File: config.mk
export PLATFORM = sky130hd
export DESIGN_NAME = instr_encoder
export DESIGN_NICKNAME = d
export VERILOG_FILES = /design/src/rtl/instr_encoder.sv
export SDC_FILE = /design/constraint.sdc
export NUM_CORES = 1
export LEC_CHECK = 0
export CAP_MARGIN = 10
export CORE_MARGIN = 4
export CORE_UTILIZATION = 53
export CTS_CLUSTER_DIAMETER = 100
export DETAILED_ROUTE_END_ITERATION = 7
export PLACE_DENSITY = 0.84
export SLEW_MARGIN = 25
export SYNTH_ARGS = -nofsm -noshare
export SYNTH_HDL_FRONTEND = slang
export SYNTH_SLANG_ARGS = --single-unit
File: constraint.sdc
create_clock -name clk -period 2.5 [get_ports clk]
set_input_delay 0.625 -clock clk [delete_from_list [all_inputs] [get_ports clk]]
set_output_delay 0.625 -clock clk [all_outputs]
set_load 0.03 [all_outputs]
File: src/rtl/instr_encoder.sv
// MIPS instruction encoder: turns a symbolic request into a 32-bit machine word
// and hands it out through a 2-entry FIFO with an auto-incrementing word address.
module instr_encoder #(
  parameter int              ADDR_W = 10,
  parameter logic [ADDR_W-1:0] BASE = '0
) (
  input  logic              clk,
  input  logic              rst_n,
  input  logic              in_valid,
  output logic              in_ready,
  input  logic [3:0]        in_kind,
  input  logic [4:0]        in_rs,
  input  logic [4:0]        in_rt,
  input  logic [4:0]        in_rd,
  input  logic [15:0]       in_imm,
  input  logic [25:0]       in_target,
  output logic              out_valid,
  input  logic              out_ready,
  output logic [ADDR_W-1:0] out_addr,
  output logic [31:0]       out_word,
  output logic              err
);

  localparam logic [3:0] K_ADDU = 4'd0;
  localparam logic [3:0] K_SUBU = 4'd1;
  localparam logic [3:0] K_ORI  = 4'd2;
  localparam logic [3:0] K_LW   = 4'd3;
  localparam logic [3:0] K_SW   = 4'd4;
  localparam logic [3:0] K_BEQ  = 4'd5;
  localparam logic [3:0] K_LUI  = 4'd6;
  localparam logic [3:0] K_JAL  = 4'd7;
  localparam logic [3:0] K_JR   = 4'd8;
  localparam logic [3:0] K_J    = 4'd9;

  logic [31:0]       enc_word;
  logic              enc_legal;
  logic [31:0]       mem_reg [2];
  logic              wr_ptr_reg;
  logic              rd_ptr_reg;
  logic [1:0]        count_reg;
  logic [1:0]        count_next;
  logic [ADDR_W-1:0] addr_reg;
  logic              err_reg;
  logic              accept;
  logic              push;
  logic              pop;

  // Each kind selects only its own fields so unused inputs never reach the word.
  always_comb begin
    enc_word  = 32'h0;
    enc_legal = 1'b1;
    case (in_kind)
      K_ADDU:  enc_word = {6'h00, in_rs, in_rt, in_rd, 5'h0, 6'h21};
      K_SUBU:  enc_word = {6'h00, in_rs, in_rt, in_rd, 5'h0, 6'h23};
      K_ORI:   enc_word = {6'h0D, in_rs, in_rt, in_imm};
      K_LW:    enc_word = {6'h23, in_rs, in_rt, in_imm};
      K_SW:    enc_word = {6'h2B, in_rs, in_rt, in_imm};
      K_BEQ:   enc_word = {6'h04, in_rs, in_rt, in_imm};
      K_LUI:   enc_word = {6'h0F, 5'h0, in_rt, in_imm};
      K_JAL:   enc_word = {6'h03, in_target};
      K_JR:    enc_word = {6'h00, in_rs, 15'h0, 6'h08};
      K_J:     enc_word = {6'h02, in_target};
      default: enc_legal = 1'b0;
    endcase
  end

  // No bypass: a full FIFO refuses even when the head leaves this cycle.
  assign in_ready  = (count_reg != 2'd2);
  assign out_valid = (count_reg != 2'd0);
  assign out_word  = mem_reg[rd_ptr_reg];
  assign out_addr  = addr_reg;
  assign err       = err_reg;

  assign accept = in_valid & in_ready;
  assign push   = accept & enc_legal;
  assign pop    = out_valid & out_ready;

  always_comb begin
    count_next = count_reg;
    case ({push, pop})
      2'b10:   count_next = count_reg + 2'd1;
      2'b01:   count_next = count_reg - 2'd1;
      default: count_next = count_reg;
    endcase
  end

  genvar gi;
  generate
    for (gi = 0; gi < 2; gi++) begin : g_entry
      always_ff @(posedge clk or negedge rst_n) begin
        if (!rst_n)
          mem_reg[gi] <= 32'h0;
        else if (push && (wr_ptr_reg == 1'(gi)))
          mem_reg[gi] <= enc_word;
      end
    end
  endgenerate

  always_ff @(posedge clk or negedge rst_n) begin
    if (!rst_n) begin
      wr_ptr_reg <= 1'b0;
      rd_ptr_reg <= 1'b0;
      count_reg  <= 2'd0;
      addr_reg   <= BASE;
      err_reg    <= 1'b0;
    end else begin
      count_reg <= count_next;
      if (push)
        wr_ptr_reg <= ~wr_ptr_reg;
      if (pop) begin
        rd_ptr_reg <= ~rd_ptr_reg;
        addr_reg   <= addr_reg + 1'b1;
      end
      if (accept && !enc_legal)
        err_reg <= 1'b1;
    end
  end

endmodule

==> results.md <==
* Post-Syn Area at 4250 um^2
* # IOs at 110
* Height of the die at 97.6 um
* Asr flop ratio synth at between 90% and 100%
* Nets@finish at 560
* Post-synth EDFFs at 0
* R2R Setup Slk at between 0.8 and 0.9 ns
* First-pass GRT wire length at around 18,000 um
* # diodes at 0
* Skew-Pair Late Insertion Delay at 0.34 ns
* Via/cell ratio at slightly below 6
* Detail Route Antenna Nets at 0
* Area grow syn2layout at 32.5%
* Final worst slack at between 0.15 and 0.2 ns
* DRC Markers at 0
* Max Slew Vio Count at 0
* Final setup vio count at 0
* # clock sinks at 77
* Total Power at between 6 and 7 mW
* Setup TNS at 0 ns
* Warnings, synthesis at 0
* Depth of the most critical reg-to-reg path at 4
* Area of the multi-input gates at 2100 um^2
* Max reg flops at 62
* Layout cells sized above 1 at roughly 24%
* DR iter-0 viols at about 230
* R2R Path End: mem_reg[4]$_DFFE_PN0P_
* I/O Buffers at around 110
* Crit. End Element: output port
* Root buf cell: clkbuf_8
* CP required at 1.88 ns
* Synth Instances at 383
* Worst slew margin at around 54%
* Final Wtd Congestion at between 0.8 and 0.9
* Routed len/inst at between 15 and 20 um
* Final Hold Fails at 0
* Initial Utilization at between 50% and 60%
* Pin count of the biggest net entering global routing at just under 80
* Synth cell types at 53
* Total Routing Usage GR at a little under a quarter
* Critical R2R Launch: count_reg[0]$_DFFE_PN0P_
* WL final at about 11,000 um
* RSZ-0062 raised after global routing: false
* Post-Synthesis Net Count at between 400 and 500
* Leakage power at around 2.6 nW
* Final core utilization at 72.5%
* H-tree depth at 3
* Initial antenna violation count at 0
* Crit-path max FO at 5
* CP Class: reg2out
* Slew @ Worst Pin at about 0.7 ns
* Max-cap violation count at 0
* Num rows at 32
* Top FF cell, synth: dfrtp_1
* Status: complete, no violations
* Max clock buf depth at 2
* Seq cells post-synth at 77
* Setup Fix Bufs, Post-CTS at 0
* Fillers at 588
* Max Freq at 0.429 GHz
* Peak supply drop at between 0.6 and 0.7 mV
* Final period util at about 93%
* Type of origin of the critical path: register
* Pre-antenna DRT Iters at 4
* Seq/Total Area, Yosys at roughly 45%
* Minimum clock period at around 2.3 ns
* DP Worst Slack at 0.0604 ns
* Die Area at 9520 um^2
* Pwr Density at 1110 nW/um^2
* Register Area at roughly 1900 um^2
* HP Class: in2async
* Skew final at ~0.0055 ns
* TritonCTS clock tree: yes
* Chip Width at 97.6 um
* WP data arrival at 1.71 ns
* Vias in the first global route at approximately 3,600
* CTS Buf Count at 9
* Syn Area/Cell at between 10 and 15 um^2
* Core box area at roughly 7800 um^2
* Global-route congestion overflow total at 0
* Hpwl dp at about 7500 um
* Via Count at between 3,000 and 4,000
* Worst-path clk slew at 0.08 ns
## where the power goes
| group | total (mW) | internal (mW) | switching [mW] |
|---|---|---|---|
| registers | 2.12 | 1.79 | 0.335 |
| clock network | 1.02 | 0.579 | 0.444 |
| logic | 3.14 | 1.43 | 1.70 |
| total | 6.28 | 3.80 | 2.48 |
## placed cells by master (no fill, tap or decap), types with 3 or more instances in the layout
cell             instances
a22oi_1                 15
a32oi_1                 10
clkbuf_8                10
nor2b_1                  4
dlygate4sd2_1           26
nand2_1                 36
xnor2_1                 10
nand4_1                  3
or3_1                    5
mux2_4                  10
nor2_1                   8
a21oi_1                 11
clkinv_2                 3
o21ai_1                 12
dfrtp_1                 77
buf_12                   3
o21ai_0                 24
o22ai_1                 10
xor2_1                   3
mux2i_1                  8
nand2b_1                 5
buf_4                   23
clkdlybuf4s50_1         76
mux2_2                  54
inv_1                    8
a22oi_2                  5
## per-stage QoR
| stage | hold WS [ns] | area, um^2 | cells |
|---|---|---|---|
| after CTS | 0.451 | 5630 | 599 |
| after floorplan | 0.329 | 4250 | 383 |
| final | 0.298 | 5630 | 599 |
| after global placement | 0.454 | 5450 | 584 |
| after detailed placement | 0.465 | 5450 | 584 |
| after global routing | 0.330 | 5630 | 599 |
## cells by family (layout without fill, tap and decap cells)
| kind of cell | Yosys count | after routing | synth area share, % |
|---|---|---|---|
| flip-flops | 77 | 77 | 45.3 |
| XOR/XNOR | 13 | 13 | 2.68 |
| multiplexers | 72 | 72 | 19.7 |
| other | 1 | 1 | 0.0882 |
| AO/OA/AOI/OAI | 102 | 102 | 16.4 |
| AND/OR/NAND/NOR | 78 | 78 | 10.1 |
| buffers and inverters | 38 | 152 | 5.18 |
| adder cells (fa/ha/maj) | 2 | 2 | 0.588 |
## layout make-up
cell class / instances / area share [%]
tap: 102 / 2.27
sequential: 77 / 34.2
timing repair buffer: 129 / 21.9
clock inverter: 5 / 1.33
clock buffer: 10 / 2.44
inverter: 8 / 0.533
multi-input combinational: 268 / 37.4
## Yosys cell counts (5+ instances only)
| master | n | area [um^2] |
|---|---|---|
| mux2_4 | 10 | 150 |
| inv_1 | 8 | 30.0 |
| dfrtp_1 | 77 | 1930 |
| a22oi_2 | 5 | 62.6 |
| or3_1 | 5 | 31.3 |
| nand2_1 | 36 | 135 |
| nand2b_1 | 5 | 31.3 |
| xnor2_1 | 10 | 87.6 |
| nor2_1 | 8 | 30.0 |
| a32oi_1 | 10 | 87.6 |
| mux2_2 | 54 | 608 |
| mux2i_1 | 8 | 80.1 |
| o22ai_1 | 10 | 62.6 |
| o21ai_1 | 12 | 60.1 |
| buf_6 | 6 | 67.6 |
| buf_2 | 14 | 70.1 |
| o21ai_0 | 24 | 120 |
| a22oi_1 | 15 | 113 |
| a21oi_1 | 11 | 55.1 |
## metal layers
layer / up-vias / track usage (%) / wire (um)
met5: - / 0 / 0
met4: 0 / 7.67 / 193
met3: 16 / 6.10 / 885
met2: 180 / 36.3 / 4990
met1: 1695 / 30.2 / 4480
li1: 1614 / - / -
## how the worst max path moves through the flow
stage | start | endpoint | slack [ns]
floorplan | in_kind[1] | mem_reg[32]$_DFFE_PN0P_ | 0.65
global placement | in_kind[1] | mem_reg[17]$_DFFE_PN0P_ | 0.09
finish | count_reg[0]$_DFFE_PN0P_ | in_ready | 0.17
detailed placement | in_kind[1] | mem_reg[17]$_DFFE_PN0P_ | 0.06
CTS | count_reg[0]$_DFFE_PN0P_ | in_ready | 0.15
global route | count_reg[1]$_DFFE_PN0P_ | in_ready | 0.09
## critical path, cell delays in order, from the launching register on
cell	delay (ns)
dfrtp_1	0.44
or2b_4	0.32
clkdlybuf4s50_1	0.60
## timing repair
| action | in CTS | in global routing |
|---|---|---|
| gates resized for setup | 26 | 0 |
| endpoints found under the setup margin | 26 | 0 |
| hold endpoints to repair | 0 | 0 |
| hold buffers | 0 | 0 |
Power figures use the tool's default switching activity.
